`src/rtl/boreal_stim_scheduler.sv`:
```
// boreal_stim_scheduler
// Gates peak triggers from the phase tracker onto the stimulation pin.
// A trigger is honoured only while armed, phase-locked, confident, at
// safety tier 0 and with pulse budget left in the current window. Each
// accepted trigger produces one fixed-width pulse followed by a refractory
// period. Telemetry counters report delivered pulses and dropped triggers.
//
// state      | meaning
// -----------+-----------------------------------------------------------
// IDLE    0  | operator disarmed; stim low, window timer held at 0
// ARMED   1  | waiting for an eligible trigger
// PULSE   2  | stim_out high for PW_CYC cycles
// REFRAC  3  | stim low for REFRAC_CYC cycles, triggers dropped
// LOCKOUT 4  | safety halt; leaves only via IDLE (arm low, tier 0)

module boreal_stim_scheduler #(
   parameter int PW_CYC     = 20000,
   parameter int REFRAC_CYC = 10000000,
   parameter int WIN_CYC    = 100000000,
   parameter int MAX_PULSES = 8,
   parameter int CNT_W      = 32
) (
   input  logic       clk,
   input  logic       rst,
   input  logic       arm,
   input  logic       trigger,
   input  logic       phase_lock,
   input  logic       low_conf,
   input  logic [1:0] safety_tier,
   output logic       stim_out,
   output logic [2:0] state,
   output logic [7:0] pulse_count,
   output logic [7:0] drop_count,
   output logic [7:0] budget_left,
   output logic       lockout
);

   typedef enum logic [2:0] {
      ST_IDLE    = 3'd0,
      ST_ARMED   = 3'd1,
      ST_PULSE   = 3'd2,
      ST_REFRAC  = 3'd3,
      ST_LOCKOUT = 3'd4
   } state_t;

   // Terminal-count values for the down-counting phase timer and the
   // wrap value of the window timer.
   localparam logic [CNT_W-1:0] PW_LAST     = CNT_W'(PW_CYC - 1);
   localparam logic [CNT_W-1:0] REFRAC_LAST = CNT_W'(REFRAC_CYC - 1);
   localparam logic [CNT_W-1:0] WIN_LAST    = CNT_W'(WIN_CYC - 1);
   localparam logic [CNT_W-1:0] CNT_ONE     = CNT_W'(1);
   localparam logic [7:0]       MAX_B       = 8'(MAX_PULSES);

   state_t           st;
   logic [CNT_W-1:0] phase_tmr;
   logic [CNT_W-1:0] win_tmr;

   logic       tier_ok;
   logic       active;
   logic       win_wrap;
   logic [7:0] budget_eff;
   logic       accept;
   logic       drop;
   logic       go_lock;
   logic       go_idle;

   assign state = st;

   // Per-edge decisions, all derived from the same sampled inputs.
   // A window wrap coinciding with an accept reloads first, so the
   // effective budget seen by the accept test is the reloaded one.
   always_comb begin
      tier_ok    = (safety_tier == 2'd0);
      active     = (st == ST_ARMED) || (st == ST_PULSE) || (st == ST_REFRAC);
      win_wrap   = (st != ST_IDLE) && (win_tmr == WIN_LAST);
      budget_eff = win_wrap ? MAX_B : budget_left;
      accept     = (st == ST_ARMED) && arm && tier_ok && trigger &&
                   phase_lock && !low_conf && (budget_eff != 8'd0);
      drop       = trigger && (st != ST_IDLE) && !accept;
      go_lock    = active && !tier_ok;
      go_idle    = active && tier_ok && !arm;
   end

   // Scheduler state, timers, budget and telemetry counters.
   always_ff @(posedge clk) begin
      if (rst) begin
         st          <= ST_IDLE;
         stim_out    <= 1'b0;
         lockout     <= 1'b0;
         pulse_count <= 8'd0;
         drop_count  <= 8'd0;
         budget_left <= MAX_B;
         phase_tmr   <= '0;
         win_tmr     <= '0;
      end else begin
         if (drop && (drop_count != 8'hFF)) begin
            drop_count <= drop_count + 8'd1;
         end
         if (accept && (pulse_count != 8'hFF)) begin
            pulse_count <= pulse_count + 8'd1;
         end

         if ((st == ST_IDLE) || win_wrap) begin
            win_tmr <= '0;
         end else begin
            win_tmr <= win_tmr + CNT_ONE;
         end

         if (accept) begin
            budget_left <= budget_eff - 8'd1;
         end else if (win_wrap) begin
            budget_left <= MAX_B;
         end

         if (go_lock) begin
            st        <= ST_LOCKOUT;
            stim_out  <= 1'b0;
            lockout   <= 1'b1;
            phase_tmr <= '0;
         end else if (go_idle) begin
            st        <= ST_IDLE;
            stim_out  <= 1'b0;
            lockout   <= 1'b0;
            phase_tmr <= '0;
            win_tmr   <= '0;
         end else begin
            case (st)
               ST_IDLE: begin
                  stim_out  <= 1'b0;
                  lockout   <= 1'b0;
                  phase_tmr <= '0;
                  if (arm) begin
                     st          <= ST_ARMED;
                     budget_left <= MAX_B;
                  end
               end
               ST_ARMED: begin
                  if (accept) begin
                     st        <= ST_PULSE;
                     stim_out  <= 1'b1;
                     phase_tmr <= PW_LAST;
                  end
               end
               ST_PULSE: begin
                  if (phase_tmr == '0) begin
                     st        <= ST_REFRAC;
                     stim_out  <= 1'b0;
                     phase_tmr <= REFRAC_LAST;
                  end else begin
                     phase_tmr <= phase_tmr - CNT_ONE;
                  end
               end
               ST_REFRAC: begin
                  if (phase_tmr == '0) begin
                     st <= ST_ARMED;
                  end else begin
                     phase_tmr <= phase_tmr - CNT_ONE;
                  end
               end
               ST_LOCKOUT: begin
                  stim_out <= 1'b0;
                  lockout  <= 1'b1;
                  if (!arm && tier_ok) begin
                     st        <= ST_IDLE;
                     lockout   <= 1'b0;
                     phase_tmr <= '0;
                     win_tmr   <= '0;
                  end
               end
               default: begin
                  st        <= ST_IDLE;
                  stim_out  <= 1'b0;
                  lockout   <= 1'b0;
                  phase_tmr <= '0;
                  win_tmr   <= '0;
               end
            endcase
         end
      end
   end

endmodule

```
`config.mk`:
```
export PLATFORM = sky130hd
export DESIGN_NAME = boreal_stim_scheduler
export DESIGN_NICKNAME = d
export VERILOG_FILES = /design/src/rtl/boreal_stim_scheduler.sv
export SDC_FILE = /design/constraint.sdc
export NUM_CORES = 1
export LEC_CHECK = 0
export CAP_MARGIN = 25
export CORE_UTILIZATION = 35
export DETAILED_ROUTE_END_ITERATION = 8
export PLACE_DENSITY = 0.59
export SETUP_SLACK_MARGIN = 0.2
export SKIP_CTS_REPAIR_TIMING = 1
export SLEW_MARGIN = 40
export SYNTH_ARGS = -nofsm -noshare
export SYNTH_HDL_FRONTEND = slang
export SYNTH_SLANG_ARGS = --single-unit
```
`constraint.sdc`:
```
create_clock -name clk -period 3 [get_ports clk]
set_input_delay 0.45 -clock clk [delete_from_list [all_inputs] [get_ports clk]]
set_output_delay 0.45 -clock clk [all_outputs]
set_load 0.02 [all_outputs]
```
# Word-level counts from Yosys, hierarchy flattened
# Index checks and enable logic that the tools add are counted.
dict set report word_totals {
  reg_bits 93
  elab_cells 99
  output_inout_bits 29
  input_bits 8
}
dict set report op_classes {
  muxes 31
  addsub 5
  reduce_logical 34
  n_bitwise 1
  eq_ne 19
}
# cell n
set ops {}
lappend ops {{$mux W32} 8}
lappend ops {{$pmux W32 S4} 1}
lappend ops {{$pmux W32 S2} 1}
lappend ops {{$mux W8} 6}
lappend ops {{$add A32 B1 Y32 const B} 1}
lappend ops {{$eq A32 B27 Y1 const B} 1}
lappend ops {{$logic_not A32 Y1} 1}
lappend ops {{$sub A32 B1 Y32 const B} 1}
lappend ops {{$mux W3} 7}
lappend ops {{$add A8 B1 Y8 const B} 2}
lappend ops {{$ne A8 B8 Y1 const B} 2}
lappend ops {{$logic_and A1 B1 Y1} 15}
lappend ops {{$pmux W3 S5} 1}
lappend ops {{$ne A4 B4 Y1 const B} 3}
lappend ops {{$reduce_and A5 Y1} 2}
lappend ops {{$ne A2 B2 Y1 const B} 4}
lappend ops {{$ne A4 B3 Y1 const B} 2}
lappend ops {{$reduce_bool A8 Y1} 1}
lappend ops {{$sub A8 B1 Y8 const B} 1}
lappend ops {{$eq A3 B2 Y1 const B} 2}
lappend ops {{$reduce_and A3 Y1} 2}
lappend ops {{$reduce_or A3 Y1} 2}
lappend ops {{$mux W1} 5}
lappend ops {{$logic_not A1 Y1} 4}
lappend ops {{other kinds (12)} 15}

# Depth between registers and ports, before layout
# Gate-level depths: netlist of the first run.
dict set report logic_depth {
  ltp_word 12
  mapped_depth 13
  depth_no_buf 10
}

# Worst setup path after synthesis of the first run
# Ideal clock, no wire load.
dict set report synth_timing {
  path_type {reg2reg}
  startpoint {register win_tmr[0]}
  endpoint {register drop_count[7]}
  synth_period_minus_slack_ns 3.167
  setup_ns 0.132
  path_buffers 1
  t_required_ns 2.868
  stages_incl_launch_ff 12
  slack_ns -0.167
  arrival_time_ns 3.034
  cell_sequence {dfxtp_1 ha_1 nand3_1 or3_1 or4_1 clkbuf_1 nand2_1 ha_1 a31oi_2 nor4_1 a21o_1 a21oi_1}
}
dict set report synth_between {
  elab_chain_cells 8
}
# item line
set synth_rtl {}
lappend synth_rtl {{start: declaration} 56} ;# logic [CNT_W-1:0] win_tmr;
lappend synth_rtl {{start signal: assignment} 106} ;# win_tmr <= win_tmr + CNT_ONE;
lappend synth_rtl {{$eq A32 B27 Y1} 75} ;# win_wrap = (st != ST_IDLE) && (win_tmr == WIN_LAST);
lappend synth_rtl {{$logic_and A1 B1 Y1} 75}
lappend synth_rtl {{$mux W8} 76} ;# budget_eff = win_wrap ? MAX_B : budget_left;
lappend synth_rtl {{$reduce_bool A8 Y1} 78} ;# phase_lock && !low_conf && (budget_eff != 8'd0);
lappend synth_rtl {{$logic_and A1 B1 Y1} 78}
lappend synth_rtl {{$logic_not A1 Y1} 79} ;# drop = trigger && (st != ST_IDLE) && !accept;
lappend synth_rtl {{$logic_and A1 B1 Y1} 79}
lappend synth_rtl {{$logic_and A1 B1 Y1} 96} ;# if (drop && (drop_count != 8'hFF)) begin
lappend synth_rtl {{end signal: assignment} 97} ;# drop_count <= drop_count + 8'd1;
lappend synth_rtl {{end: declaration} 33} ;# output logic [7:0] drop_count,
# No other way between the ends.
# A chain may end at the register's enable or synchronous reset.

# Final worst setup path of the first run
dict set report layout_timing {
  startpoint {register win_tmr[0]}
  endpoint {register phase_tmr[4]}
}
dict set report layout_between {
  elab_chain_cells 7
}
# item line
set layout_rtl {}
lappend layout_rtl {{$eq A32 B27 Y1} 75}
lappend layout_rtl {{$logic_and A1 B1 Y1} 75}
lappend layout_rtl {{$mux W8} 76}
lappend layout_rtl {{$reduce_bool A8 Y1} 78}
lappend layout_rtl {{$logic_and A1 B1 Y1} 78}
lappend layout_rtl {{$ne A2 B2 Y1 (no line)} --}
lappend layout_rtl {{$reduce_and A3 Y1 (no line)} --}
lappend layout_rtl {{end signal: assignment} 150} ;# phase_tmr <= phase_tmr - CNT_ONE;
lappend layout_rtl {{end signal: assignment} 157} ;# phase_tmr <= phase_tmr - CNT_ONE;
lappend layout_rtl {{end: declaration} 55} ;# logic [CNT_W-1:0] phase_tmr;
# No other way between the ends.

==> summary.md, run 1 <==
| Metric | Value |
|---|---|
| Status | finished clean |
| Placeable Area | 12800 um2 |
| Final hold vios | 0 |
| Post-Syn Area | 4690 um2 |
| Cell mode on critical path | ha_4 |
| GRT Residual Overflow | 0 |
| Count leader, synth | dfxtp_1 |
| Initial DRT Pass Iterations | 7 |
| Initial antenna violation count | 0 |
| Via count | 4459 |
| Clock tree sinks | 93 |
| Row cnt | 41 |
| Seq pwr share | 23.9% |
| Final WL | 12200 um |
| Placed Cells | 801 |
| Proportion of layout cells with a drive suffix above 1 | 20.4% |
| Crit path buffers/inverters | 2 |
| CTS tree | built |
| Delay-heaviest family, CP | simple AND/OR/NAND/NOR gates |
| Nets | 667 |
| RR Startpoint | win_tmr[0] |
| Synth warnings | 0 |
| Proportion of netlist area held by the largest area contributor | 39.7% |
| Vias per inst | 5.37 |
| Cell breakdown of the critical path | ha_4, nand3_4, or3_4, or4_4, nand2_4, ha_4, a31oi_4, a211oi_4, buf_12, buf_8, nand2_2, a221oi_2 |
| Post-DR wirelength/cell | 14.7 um |
| Synth cell count leaders | 93 x dfxtp_1, 87 x nor2_1, 38 x a21oi_1 |
| Antenna viol nets, final | 0 |
| Setup Skew | 0.0122 ns |
| Buffers on Ports | 36 |
| Chip Width | 118 um |
| Relative slew slack | 51.1% |
| Required @ worst endpoint | 3.26 ns |
| PwrDens | 1000 nW/um2 |
| Type of the tightest min-delay check | register to register |
| Starting Density | 36.5% |
| Max incr delay on CP | 0.57 ns |
| Startpoint types | register |
| Flop-to-flop setup slack | 0.11 ns |
| Ant. Diodes | 0 |
| Ports | 37 |
| Power share of the clock group | 19.2% |
| Syn Nets | 576 |
| Leak | 2.28 nW |
| Synth top area cells | dfxtp_1 40%, nor2_1 7.0%, xor2_1 4.9%, a21oi_1 4.1%, xnor2_1 3.2% |
| Synth Register Bits | 93 |
| Clock insertion delay at the later pin of the skew report | 0.35 ns |
| Cell depth of the worst setup path | 12 |
| F_max | 346 MHz |
| Cts bufs inserted | 9 |
| Sequential share of the synthesized area | 39.7% |
| Pint | 3.62 mW |
| RSZ-0062 raised after global routing | true |
| Routability Congestion | 0.798 |
| Synth unique cells | 63 |
| Aggregate global-route resource usage | 17.6% |
| Primary FF master, synth | dfxtp_1 |
| Psw | 2.67 mW |
| Area post-placement | 5680 um2 |
| Vias in the first global route | 4174 |
| Async SR Flop Fraction | 0% |
| Slew Limit Fails | 0 |
| First-pass GRT wire length | 20100 um |
| Area Overhead vs Synth | 33.7% |
| Syn Area/Cell | 8.34 um2 |
| Setup crit end kind | register |
| Core Util, Final | 48.9% |
| CP Launch Point | win_tmr[0] |
| Clock buffer depth | 2 |
| Clk slew on worst S/H paths | 0.07 ns |
| Max stage delay cell, worst path | or4_4 |
| Final instance area | 6270 um2 |
| # DRC | 0 |
| EDFF count, synth | 0 |
| Max Cap Violations | 0 |
| Worst Hold Depth | 2 |
| Die Area | 13900 um2 |
| Final Critical Period | 2.89 ns |
| Die H | 118 um |
| Synth area leader | dfxtp_1 |
| Largest net degree at the start of global routing | 36 |
| H-Tree Depth | 3 |
| Worst EP arrival | 3.15 ns |
| Critical path type | register to register |
| VDD IR-drop max | 0.406 mV |
| DRT iter0 DRCs | 292 |
| Switching portion of total power | 42.5% |
| Fin crit share | 96.4% |
| Reg2reg path depth | 12 |
| Non-filler instance count after layout | 830 |
| HPWL Detailed | 8440 um |
| Combinational power share | 56.9% |
| CTS root buffer | clkbuf_16 |
| Cells after Synth | 562 |
| Measured slew at the worst slew-check pin | 0.734 ns |
| CP max FO | 8 |
| Worst hold start | phase_tmr[25] |
| Setup violators final | 0 |
-- sequential cells by signal (all words and copies together), names as in the netlist --
signal and cells:
lockout 1, stim_out 1, pulse_count 8, state 3
phase_tmr 32, budget_left 8, win_tmr 32, drop_count 8
-- cell usage in the layout (no fill, tap or decap), drive strengths merged, types with 17 or more instances in the layout --
cell type,netlist,routed
a21oi,38,38
buf,7,69
clkdlybuf4s50,0,33
dfxtp,93,93
nand2,28,28
nand3,27,27
nor2,88,88
nor3,17,17
o21ai,31,31
or3,18,18
or4,18,18
xnor2,17,17
xor2,26,26
-- layout make-up --
class | instances | area [um2]
fill | 1225 | 6560
timing repair buffer | 106 | 980
sequential | 93 | 1860
tap | 172 | 215
inverter | 9 | 33.8
multi-input combinational | 434 | 2860
clock buffer | 10 | 239
clock inverter | 6 | 75.1
-- final timing paths --
check	to
max	phase_tmr[4]
min	phase_tmr[25]
max reg2reg	phase_tmr[4]
min reg2reg	phase_tmr[25]
-- worst min-delay path, cell delays in order (launching register included) --
cell and delay (ns):
dfxtp_1 0.33, o41ai_2 0.05, a21oi_1 0.06
-- power by group through the flow --
stage	registers [mW]	logic, mW	clock network (mW)
global placement	1.52	2.97	0
global route	1.52	3.91	1.30
detailed placement	1.52	3.06	0
finish	1.50	3.58	1.21
floorplan	1.54	2.02	0
CTS	1.50	3.07	1.25
-- stage by stage --
stage	setup TNS (ns)	total power [mW]	hold WS [ns]	setup WS, ns
6_report	0	6.30	0.484	0.108
4_1_cts	-0.477	5.82	0.478	-0.0838
3_3_place_gp	-2.79	4.49	0.456	-0.183
2_1_floorplan	0	3.56	0.428	0.162
5_1_grt	-0.0384	6.74	0.495	-0.0224
3_5_place_dp	-4.62	4.59	0.471	-0.223
-- layer usage --
metal  track usage [%]  part of all wire (%)
met5                 0                     0
met1              23.2                    47
met4              5.69                   1.6
met2              27.9                    46
met3              4.70                   4.7
-- cells by family (layout without fill, tap and decap cells) --
family / count (synthesis) / in the layout / share of synthesized area [%]
AO/OA/AOI/OAI: 119 / 119 / 16.7
XOR/XNOR: 43 / 43 / 8.04
adder cells (fa/ha/maj): 6 / 6 / 1.60
buffers and inverters: 35 / 131 / 3.20
flip-flops: 93 / 93 / 39.7
multiplexers: 3 / 3 / 0.668
AND/OR/NAND/NOR: 263 / 263 / 30.1
(Power assumes the default switching activity.)
==> inputs of run 2 (changes only) <==
--- a/config.mk
+++ b/config.mk
@@ -11,7 +11,7 @@
 export PLACE_DENSITY = 0.59
 export SETUP_SLACK_MARGIN = 0.2
 export SKIP_CTS_REPAIR_TIMING = 1
-export SLEW_MARGIN = 40
+export SLEW_MARGIN = 20
 export SYNTH_ARGS = -nofsm -noshare
 export SYNTH_HDL_FRONTEND = slang
 export SYNTH_SLANG_ARGS = --single-unit
==> run 2 against run 1 <==
Compared with the run above:
- via count grew 1.7%
- critical path depth shrank 1
- clock-buffer cell count is the same
- cell area grew 0.70%
- routed wire length grew 1.8%
- non-clock buffer count grew 2
- sequential share of layout area shrank 0.11 points
- sequential cell count is the same
- combinational power grew 3%
- maximum frequency grew 1.5%
- cell count grew 0.36%
- largest power group unchanged
==> summary.md, run 2 (same netlist as run 1, synthesis figures left out) <==
| Metric | Value |
|---|---|
| Clock insertion delay at the later pin of the skew report | 0.36 ns (was 0.35 ns) |
| Die H | 118 um (unchanged) |
| Aggregate global-route resource usage | 17.6% (unchanged) |
| # DRC | 0 (unchanged) |
| Leak | 2.32 nW (was 2.28 nW) |
| Status | finished clean (unchanged) |
| Non-filler instance count after layout | 833 (was 830) |
| Clk slew on worst S/H paths | 0.07 ns (about the same) |
| Slew Limit Fails | 0 (unchanged) |
| Met2 WL | 5860 um (was 5650 um) |
| Row cnt | 41 (unchanged) |
| Ant. Diodes | 0 (unchanged) |
| DRT met1 WL | 5760 um (was 5740 um) |
| Chip Width | 118 um (unchanged) |
| First-pass GRT wire length | 20100 um (unchanged) |
| Clock tree sinks | 93 (unchanged) |
| Fin crit share | 95.0% (was 96.4%) |
| VDD IR-drop max | 0.417 mV (was 0.406 mV) |
| Type of the tightest min-delay check | register to register (unchanged) |
| PwrDens | 1020 nW/um2 (was 1000 nW/um2) |
| Setup Total Neg Slack | 0 ns (unchanged) |
| Antenna viol nets, final | 0 (unchanged) |
| Worst hold slack | 0.490 ns (was 0.484 ns) |
| Via count | 4533 (was 4459) |
| Initial DRT Pass Iterations | 4 (was 7) |
| Leading cell type in the layout, fill and taps excluded | dfxtp_1 (unchanged) |
| Pre-CTS setup slack | -0.223 ns (unchanged) |
| Most frequent cells in the layout | 88 x dfxtp_1, 85 x nor2_1, 56 x buf_4 (was 91 x dfxtp_1, 85 x nor2_1, 55 x buf_4) |
| Final WS setup | 0.150 ns (was 0.108 ns) |
| Area Overhead vs Synth | 34.7% (was 33.7%) |
| DRT iter0 DRCs | 301 (was 292) |
| Worst EP arrival | 3.11 ns (was 3.15 ns) |
| Setup violators final | 0 (unchanged) |
| Ports | 37 (unchanged) |
| Clock buffer depth | 2 (unchanged) |
| Setup crit end kind | register (unchanged) |
| Relative slew slack | 28.7% (was 51.1%) |
| Max Cap Violations | 0 (unchanged) |
| Initial antenna violation count | 0 (unchanged) |
| Nets | 670 (was 667) |
| Placed Cells | 801 (unchanged) |
| Cts bufs inserted | 9 (unchanged) |
| F_max | 351 MHz (was 346 MHz) |
| Flop-to-flop setup slack | 0.15 ns (was 0.11 ns) |
| Placeable Area | 12800 um2 (unchanged) |
| Critical path type | register to register (unchanged) |
| Final hold vios | 0 (unchanged) |
| CP max FO | 8 (unchanged) |
| Max Used Layer | met4 (unchanged) |
| CTS root buffer | clkbuf_16 (unchanged) |
| Post-DR wirelength/cell | 14.9 um (was 14.7 um) |
| Starting Density | 36.5% (unchanged) |
| Largest net degree at the start of global routing | 36 (unchanged) |
| Required @ worst endpoint | 3.26 ns (about the same) |
| Setup Skew | 0.0122 ns (about the same) |
| Startpoint types | register (unchanged) |
| Final WL | 12400 um (was 12200 um) |
| HPWL Detailed | 8440 um (unchanged) |
| Vias per inst | 5.44 (was 5.37) |
| GRT Residual Overflow | 0 (unchanged) |
| Measured slew at the worst slew-check pin | 1.07 ns (was 0.734 ns) |
| Proportion of layout cells with a drive suffix above 1 | 21.2% (was 20.4%) |
| Vias in the first global route | 4174 (unchanged) |
| Routability Congestion | 0.798 (unchanged) |
| WL met3 | 586 um (was 575 um) |
| Buffers on Ports | 36 (unchanged) |
| RSZ-0062 raised after global routing | true (unchanged) |
| H-Tree Depth | 3 (unchanged) |
| Core Util, Final | 49.2% (was 48.9%) |
| Die Area | 13900 um2 (unchanged) |
| Final Critical Period | 2.85 ns (was 2.89 ns) |
| CTS tree | built (unchanged) |
| Top flop regs | phase_tmr (32), win_tmr (32) (unchanged) |
## run 2: cell types whose count changed in the layout (fill, tap and decap cells not counted), moves of 2 or more
cell,change
dfxtp_1,-3
o21ai_1,+3
dfxtp_2,+2
nand2_1,-2
o21ai_2,-2
## run 2: metal layers
| metal | track usage [%] | vias to the layer above |
|---|---|---|
| li1 | - | 2263 |
| met1 | 23.2 | 2171 |
| met2 | 27.9 | 86 |
| met3 | 4.70 | 13 |
| met4 | 5.69 | 0 |
| met5 | 0 | - |
## run 2: cell type report
type                    instances  area, um2
multi-input cells             435       2880
clock buffers                  10        239
flip-flops and latches         93       1870
clock inverters                 6       75.1
repair buffers                108        998
well taps                     172        215
fillers                      1223       6520
inverters                       9       33.8
## run 2: final timing paths
kind                      start       endpoint  cells past startpoint
setup / recovery    win_tmr[20]   phase_tmr[4]                     11
hold / removal    phase_tmr[25]  phase_tmr[25]                      2
setup reg to reg    win_tmr[20]   phase_tmr[4]                     11
hold reg to reg   phase_tmr[25]  phase_tmr[25]                      2
## run 2: worst max-delay path, cell delays in order, from the launching register on
cell and delay, ns:
dfxtp_4 0.35, nand4_1 0.17, or3_4 0.43, or4_4 0.57, nand2_4 0.10, ha_4 0.14, a31oi_4 0.10, a211oi_4 0.31
buf_12 0.17, buf_8 0.12, nand2_2 0.05, a221oi_2 0.25
## run 2: through the flow
step / area, um2 / total power, mW
floorplan: 4790 / 3.56
global placement: 5680 / 4.49
detailed placement: 5680 / 4.59
CTS: 6000 / 5.82
global route: 6310 / 6.84
finish: 6310 / 6.41
## run 2: where the power goes
part           internal (mW)  switching, mW  total [mW]  leakage, nW
sequential              1.36          0.136        1.50        0.754
combinational           1.63           2.08        3.70         1.41
clock                  0.684          0.527        1.21        0.152
==> inputs of run 3 (changes only) <==
--- a/config.mk
+++ b/config.mk
@@ -6,6 +6,7 @@
 export NUM_CORES = 1
 export LEC_CHECK = 0
 export CAP_MARGIN = 25
+export CORE_MARGIN = 2
 export CORE_UTILIZATION = 35
 export DETAILED_ROUTE_END_ITERATION = 8
 export PLACE_DENSITY = 0.59
==> run 3 against run 2 <==
Compared with the run above:
- cell area up 1.1%
- via count down 2.0%
- non-clock buffer count fell by 6
- total power hardly changed
- critical path type unchanged
- highest routed layer unchanged
==> summary.md, run 3 (same netlist as run 1, synthesis figures left out) <==
| Metric | Value |
|---|---|
| Worst hold slack | 0.481 ns (was 0.490 ns) |
| Pint | 3.59 mW (was 3.67 mW) |
| Cts bufs inserted | 9 (unchanged) |
| Antenna viol nets, final | 0 (unchanged) |
| Largest net degree at the start of global routing | 36 (unchanged) |
| Setup violators final | 0 (unchanged) |
| Worst Hold Depth | 2 (unchanged) |
| Aggregate global-route resource usage | 17.0% (was 17.6%) |
| Seq pwr share | 23.4% (about the same) |
| Startpoint types | register (unchanged) |
| Max incr delay on CP | 0.57 ns (about the same) |
| CTS root buffer | clkbuf_16 (unchanged) |
| H-Tree Depth | 3 (unchanged) |
| DRT met1 WL | 5750 um (was 5760 um) |
| Vias per inst | 5.33 (was 5.44) |
| Top flop regs | phase_tmr (32), win_tmr (32) (unchanged) |
| Buffers on Ports | 36 (unchanged) |
| Starting Density | 35.7% (was 36.5%) |
| RR Endpoint | phase_tmr[22] (was phase_tmr[4]) |
| Fin crit share | 96.0% (was 95.0%) |
| Routability Congestion | 0.833 (was 0.798) |
| Max Cap Violations | 0 (unchanged) |
| Hold EP | phase_tmr[19] (was phase_tmr[25]) |
| Critical path type | register to register (unchanged) |
| Clk slew on worst S/H paths | 0.07 ns (about the same) |
| Required @ worst endpoint | 3.23 ns (was 3.26 ns) |
| Row cnt | 42 (was 41) |
| Cell breakdown of the critical path | ha_4, nand3_2, or3_4, or4_4, nand2_4, ha_4, a31oi_4, buf_6, a211o_4, buf_6, nand4b_1, a21oi_2 (was nand4_1, or3_4, or4_4, nand2_4, ha_4, a31oi_4, a211oi_4, buf_12, buf_8, nand2_2, a221oi_2) |
| Relative slew slack | 27.0% (was 28.7%) |
| Non-filler instance count after layout | 833 (unchanged) |
| First-pass GRT wire length | 19900 um (was 20100 um) |
| Max stage delay cell, worst path | or4_4 (unchanged) |
| F_max | 347 MHz (was 351 MHz) |
| Worst hold start | phase_tmr[19] (was phase_tmr[25]) |
| Most frequent cells in the layout | 91 x dfxtp_1, 86 x nor2_1, 49 x buf_4 (was 88 x dfxtp_1, 85 x nor2_1, 56 x buf_4) |
| PwrDens | 1010 nW/um2 (was 1020 nW/um2) |
| Fill cells | 1258 (was 1223) |
| Final Critical Period | 2.88 ns (was 2.85 ns) |
| Power share of the clock group | 16.6% (was 18.9%) |
| Psw | 2.83 mW (was 2.74 mW) |
| Worst EP arrival | 3.11 ns (about the same) |
| Clock buffer depth | 2 (unchanged) |
| Reg2reg path depth | 12 (was 11) |
| Vias in the first global route | 4186 (was 4174) |
| Max Used Layer | met4 (unchanged) |
| Placed Cells | 799 (was 801) |
| RR Startpoint | win_tmr[0] (was win_tmr[20]) |
| Type of the tightest min-delay check | register to register (unchanged) |
| Post-DR wirelength/cell | 15.2 um (was 14.9 um) |
| CTS tree | built (unchanged) |
| Area Overhead vs Synth | 36.1% (was 34.7%) |
| HPWL Detailed | 8550 um (was 8440 um) |
| CP Launch Point | win_tmr[0] (was win_tmr[20]) |
| Setup Total Neg Slack | 0 ns (unchanged) |
| Die Area | 14300 um2 (was 13900 um2) |
| CP max FO | 6 (was 8) |
| Clock insertion delay at the later pin of the skew report | 0.35 ns (was 0.36 ns) |
| Die H | 120 um (was 118 um) |
| RSZ-0062 raised after global routing | true (unchanged) |
| Initial DRT Pass Iterations | 5 (was 4) |
| VDD IR-drop max | 0.478 mV (was 0.417 mV) |
| DRT iter0 DRCs | 230 (was 301) |
| Slew Limit Fails | 0 (unchanged) |
| Clock tree sinks | 93 (unchanged) |
| Setup crit end kind | register (unchanged) |
| Setup Skew | 0.00810 ns (was 0.0122 ns) |
| Proportion of layout cells with a drive suffix above 1 | 22.7% (was 21.2%) |
| GRT Residual Overflow | 0 (unchanged) |
| Switching portion of total power | 44.0% (was 42.7%) |
| Final WL | 12600 um (was 12400 um) |
| Delay-heaviest family, CP | simple AND/OR/NAND/NOR gates (unchanged) |
| Flop-to-flop setup slack | 0.12 ns (was 0.15 ns) |
| WL met3 | 680 um (was 586 um) |
| Initial antenna violation count | 2 (was 0) |
| Chip Width | 120 um (was 118 um) |
| Final hold vios | 0 (unchanged) |
| Crit path buffers/inverters | 2 (unchanged) |
| Measured slew at the worst slew-check pin | 1.09 ns (was 1.07 ns) |
| # DRC | 0 (unchanged) |
| Leading cell type in the layout, fill and taps excluded | dfxtp_1 (unchanged) |
| Nets | 664 (was 670) |
| Via count | 4443 (was 4533) |
| Met2 WL | 6130 um (was 5860 um) |
| Combinational power share | 60.0% (was 57.7%) |
| Placeable Area | 13100 um2 (was 12800 um2) |
| Ports | 37 (unchanged) |
| Leak | 2.28 nW (was 2.32 nW) |
| Status | finished clean (unchanged) |
-- run 3: changes by cell type in the layout (fill, tap and decap cells not counted), moves of 4 or more --
cell / before / now
clkinv_2: 0 / 4
o21ai_2: 2 / 6
a21oi_2: 2 / 16
buf_4: 56 / 49
a21oi_1: 36 / 22
o21ai_0: 21 / 16
-- run 3: worst max path at each step --
stage | end | depth (start not counted)
final | phase_tmr[22] | 12
after global routing | phase_tmr[16] | 12
after CTS | phase_tmr[22] | 12
after detailed placement | phase_tmr[7] | 8
after global placement | phase_tmr[23] | 9
after floorplan | phase_tmr[7] | 13
-- run 3: worst reg2reg max path: stages (launching register included) --
cell and delay (ns):
dfxtp_2 0.35, ha_4 0.14, nand3_2 0.06, or3_4 0.40, or4_4 0.57, nand2_4 0.10, ha_4 0.14, a31oi_4 0.11
buf_6 0.19, a211o_4 0.36, buf_6 0.15, nand4b_1 0.13, a21oi_2 0.07
-- run 3: metal layers --
metal | vias to the layer above | global-route usage (%)
li1 | 2259 | -
met1 | 2097 | 21.8
met2 | 83 | 28.0
met3 | 4 | 5.37
met4 | 0 | 4.19
met5 | - | 0
-- run 3: layout make-up --
class                      instances  area, um2  share of cell area [%]
timing repair buffer             102        980                    15.4
tap                              176        220                    3.45
clock buffer                      10        239                    3.75
antenna                            2       5.00                  0.0785
multi-input combinational        435       3000                    47.0
sequential                        93       1870                    29.3
clock inverter                     6       37.5                   0.588
inverter                           9       33.8                   0.530
-- run 3: power groups by stage --
stage | Sequential [mW] | Combinational, mW | Clock [mW]
2_1_floorplan | 1.54 | 2.02 | 0
3_3_place_gp | 1.52 | 2.96 | 0
3_5_place_dp | 1.52 | 3.01 | 0
4_1_cts | 1.49 | 3.03 | 1.11
5_1_grt | 1.52 | 4.15 | 1.15
6_report | 1.50 | 3.85 | 1.07
-- run 3: metrics by stage --
stage	instance area, um2	setup WS [ns]	total power, mW	utilization, %
floorplan	4790	0.162	3.56	-
global placement	5650	-0.186	4.47	43.0
detailed placement	5650	-0.211	4.53	43.0
CTS	5930	-0.0289	5.64	45.1
global route	6380	0.0363	6.82	48.5
finish	6380	0.119	6.42	48.6
==> RTL change (flow settings as in run 2) <==
Add an input register stage for `arm`, `trigger`, `phase_lock`, `low_conf` and `safety_tier`, with the module's reset; this delays them by one clock.
--- a/src/rtl/boreal_stim_scheduler.sv
+++ b/src/rtl/boreal_stim_scheduler.sv
@@ -51,6 +51,28 @@
    localparam logic [CNT_W-1:0] CNT_ONE     = CNT_W'(1);
    localparam logic [7:0]       MAX_B       = 8'(MAX_PULSES);
 
+   logic arm_q;
+   logic trigger_q;
+   logic phase_lock_q;
+   logic low_conf_q;
+   logic [1:0] safety_tier_q;
+
+   always_ff @(posedge clk) begin
+      if (rst) begin
+         arm_q         <= '0;
+         trigger_q     <= '0;
+         phase_lock_q  <= '0;
+         low_conf_q    <= '0;
+         safety_tier_q <= '0;
+      end else begin
+         arm_q         <= arm;
+         trigger_q     <= trigger;
+         phase_lock_q  <= phase_lock;
+         low_conf_q    <= low_conf;
+         safety_tier_q <= safety_tier;
+      end
+   end
+
    state_t           st;
    logic [CNT_W-1:0] phase_tmr;
    logic [CNT_W-1:0] win_tmr;
@@ -70,15 +92,15 @@
    // A window wrap coinciding with an accept reloads first, so the
    // effective budget seen by the accept test is the reloaded one.
    always_comb begin
-      tier_ok    = (safety_tier == 2'd0);
+      tier_ok    = (safety_tier_q == 2'd0);
       active     = (st == ST_ARMED) || (st == ST_PULSE) || (st == ST_REFRAC);
       win_wrap   = (st != ST_IDLE) && (win_tmr == WIN_LAST);
       budget_eff = win_wrap ? MAX_B : budget_left;
-      accept     = (st == ST_ARMED) && arm && tier_ok && trigger &&
-                   phase_lock && !low_conf && (budget_eff != 8'd0);
-      drop       = trigger && (st != ST_IDLE) && !accept;
+      accept     = (st == ST_ARMED) && arm_q && tier_ok && trigger_q &&
+                   phase_lock_q && !low_conf_q && (budget_eff != 8'd0);
+      drop       = trigger_q && (st != ST_IDLE) && !accept;
       go_lock    = active && !tier_ok;
-      go_idle    = active && tier_ok && !arm;
+      go_idle    = active && tier_ok && !arm_q;
    end
 
    // Scheduler state, timers, budget and telemetry counters.
@@ -129,7 +151,7 @@
                   stim_out  <= 1'b0;
                   lockout   <= 1'b0;
                   phase_tmr <= '0;
-                  if (arm) begin
+                  if (arm_q) begin
                      st          <= ST_ARMED;
                      budget_left <= MAX_B;
                   end
@@ -160,7 +182,7 @@
                ST_LOCKOUT: begin
                   stim_out <= 1'b0;
                   lockout  <= 1'b1;
-                  if (!arm && tier_ok) begin
+                  if (!arm_q && tier_ok) begin
                      st        <= ST_IDLE;
                      lockout   <= 1'b0;
                      phase_tmr <= '0;
Behaviour: not the same (Yosys sat finds a counterexample within 4 cycles, from zero or initial values and one cycle with rst high).
==> RTL change against run 2 <==
Final area rose by 2.7%; power shrank 4.8%; worst setup slack better by 0.089 ns; non-clock buffer count decreased by 27; synthesized area increased by 9.0%; synthesized cell count up 9.4%; sequential cell count rose by 6; wire length grew 13%; clock power rose by 3%; global-route usage rose by 0.84 points; largest cell class unchanged; critical endpoint is now phase_tmr[23]; via count increased by 9.4%.
==> RTL change: results (changes against run 2) <==
drt:
  dr.first_iter.drc_count: 499  # was 301
  drt_wl_total_um: 14000  # was 12400 um
  drt_first_pass_iters: 7  # was 4
  vias: 4960  # was 4533
layout:
  nNetsFinal: 692  # was 670
  drive_gt1_frac: 0.163  # was 0.212
sta:
  clock_skew_ns: 0.00953  # was 0.0122 ns
  min_period_ns: 2.76  # was 2.85 ns
  slew-limit-headroom: 0.396  # was 0.287
placed_design:
  dp_slack_ns: 0.0614  # was -0.223 ns
  placed_area_um2: 5770  # was 5680 um2
  gp_congestion: 0.863  # was 0.798
  post-dp-hpwl_um: 9040  # was 8440 um
global_route:
  grt_pass1_vias: 4484  # was 4174
  grt_pass1_wl_um: 22100  # was 20100 um
  track_usage: 0.185  # was 0.176
synth:
  yosys-top-cells-area: "dfxtp_1 (39%), nor2_1 (6.1%), a21oi_1 (3.8%)"  # was dfxtp_1 (40%), nor2_1 (7.0%), xor2_1 (4.9%)
  ys_types: 64  # was 63
  yosys-top-cells-count: "dfxtp_1 (99), nor2_1 (83), a21oi_1 (39)"  # was dfxtp_1 (93), nor2_1 (87), a21oi_1 (38)
worst_setup_path:
  worst-path-max-fanout: 5  # was 8
  arrival_ns: 3.01  # was 3.11 ns
  r2r_end: "phase_tmr[23]"  # was phase_tmr[4]
  r2r_slack_ns: 0.24  # was 0.15 ns
  reg2reg_from: "win_tmr[29]"  # was win_tmr[20]
  cp_slowest_stage_delay_ns: 0.44  # was 0.57 ns
  crit_slowest_cell: "or3_4"  # was or4_4
clocking:
  worstSkewPairLatency_ns: 0.35
  clock_path_buffers: 2  # unchanged
min_path:
  hold_path_depth: 1  # was 2
  hold_path_end: "win_tmr[0]"  # was phase_tmr[25]
  worstHoldStart: "win_tmr[0]"  # was phase_tmr[25]
power_and_ir_drop:
  leakagePower_nw: 2.27  # was 2.32 nW
outcome:
  outcome: "completed"  # unchanged
RTL change: cell types whose count changed after synthesis, moves of 5 or more:
cell,delta
and3_1,-6
and4_1,+7
dfxtp_1,+6
nand2_1,+5
nor2b_1,+12
nor3_1,+15
o21ai_0,-13
o311ai_1,+7
o31ai_1,+8
or4_1,-10
xor2_1,-6
RTL change: worst max-delay path: cells and delay by family (launching register included):
family                   cells  cell delay [ns]
AO/OA/AOI/OAI                3             0.73
adder cells (fa/ha/maj)      1             0.16
buffers and inverters        2             0.30
flip-flops                   1             0.32
AND/OR/NAND/NOR              5             1.13
RTL change: per-layer routing:
layer | GRT usage | vias up | routed length [um]
li1 | - | 2422 | -
met2 | 0.299 | 157 | 6630
met3 | 0.0497 | 13 | 767
met5 | 0 | - | 0
met1 | 0.238 | 2368 | 6510
met4 | 0.0587 | 0 | 104
RTL change: logic make-up after synthesis:
kind of cell / share of synthesized area
muxes: 0.0105
AOI/OAI and AO/OA: 0.192
adders and majority gates: 0.0147
and+or+nand+nor: 0.293
DFF: 0.388
xor gates and xnor gates: 0.0652
buffers and inverters: 0.0367
RTL change: area by class of cell:
cell class	count	area (um2)
clock inverter	4	56.3
inverter	13	48.8
fill	1378	7560
timing repair buffer	81	757
multi-input combinational	474	3140
tap	180	225
sequential	99	1990
clock buffer	12	267
RTL change: report_power, final:
group	switching, W	internal (W)
registers	0.000136	0.00144
logic	0.00206	0.00123
clock network	0.000529	0.000721
total	0.00272	0.00339
RTL change: through the flow:
stage	total power (W)	hold WS (ns)	util
final	0.00611	0.435	0.462
after global routing	0.00644	0.464	0.462
after CTS	0.00565	0.474	0.434
after detailed placement	0.00438	0.461	0.411
after global placement	0.00436	0.439	0.411
after floorplan	0.00356	0.426	-
RTL change: worst max-delay path by stage:
stage | start | endpoint | cells past startpoint
2_1_floorplan | win_tmr[0] | drop_count[2] | 12
3_3_place_gp | win_tmr[0] | drop_count[5] | 10
3_5_place_dp | win_tmr[0] | drop_count[5] | 10
4_1_cts | win_tmr[0] | drop_count[5] | 10
5_1_grt | win_tmr[29] | drop_count[6] | 11
6_report | win_tmr[29] | phase_tmr[23] | 11
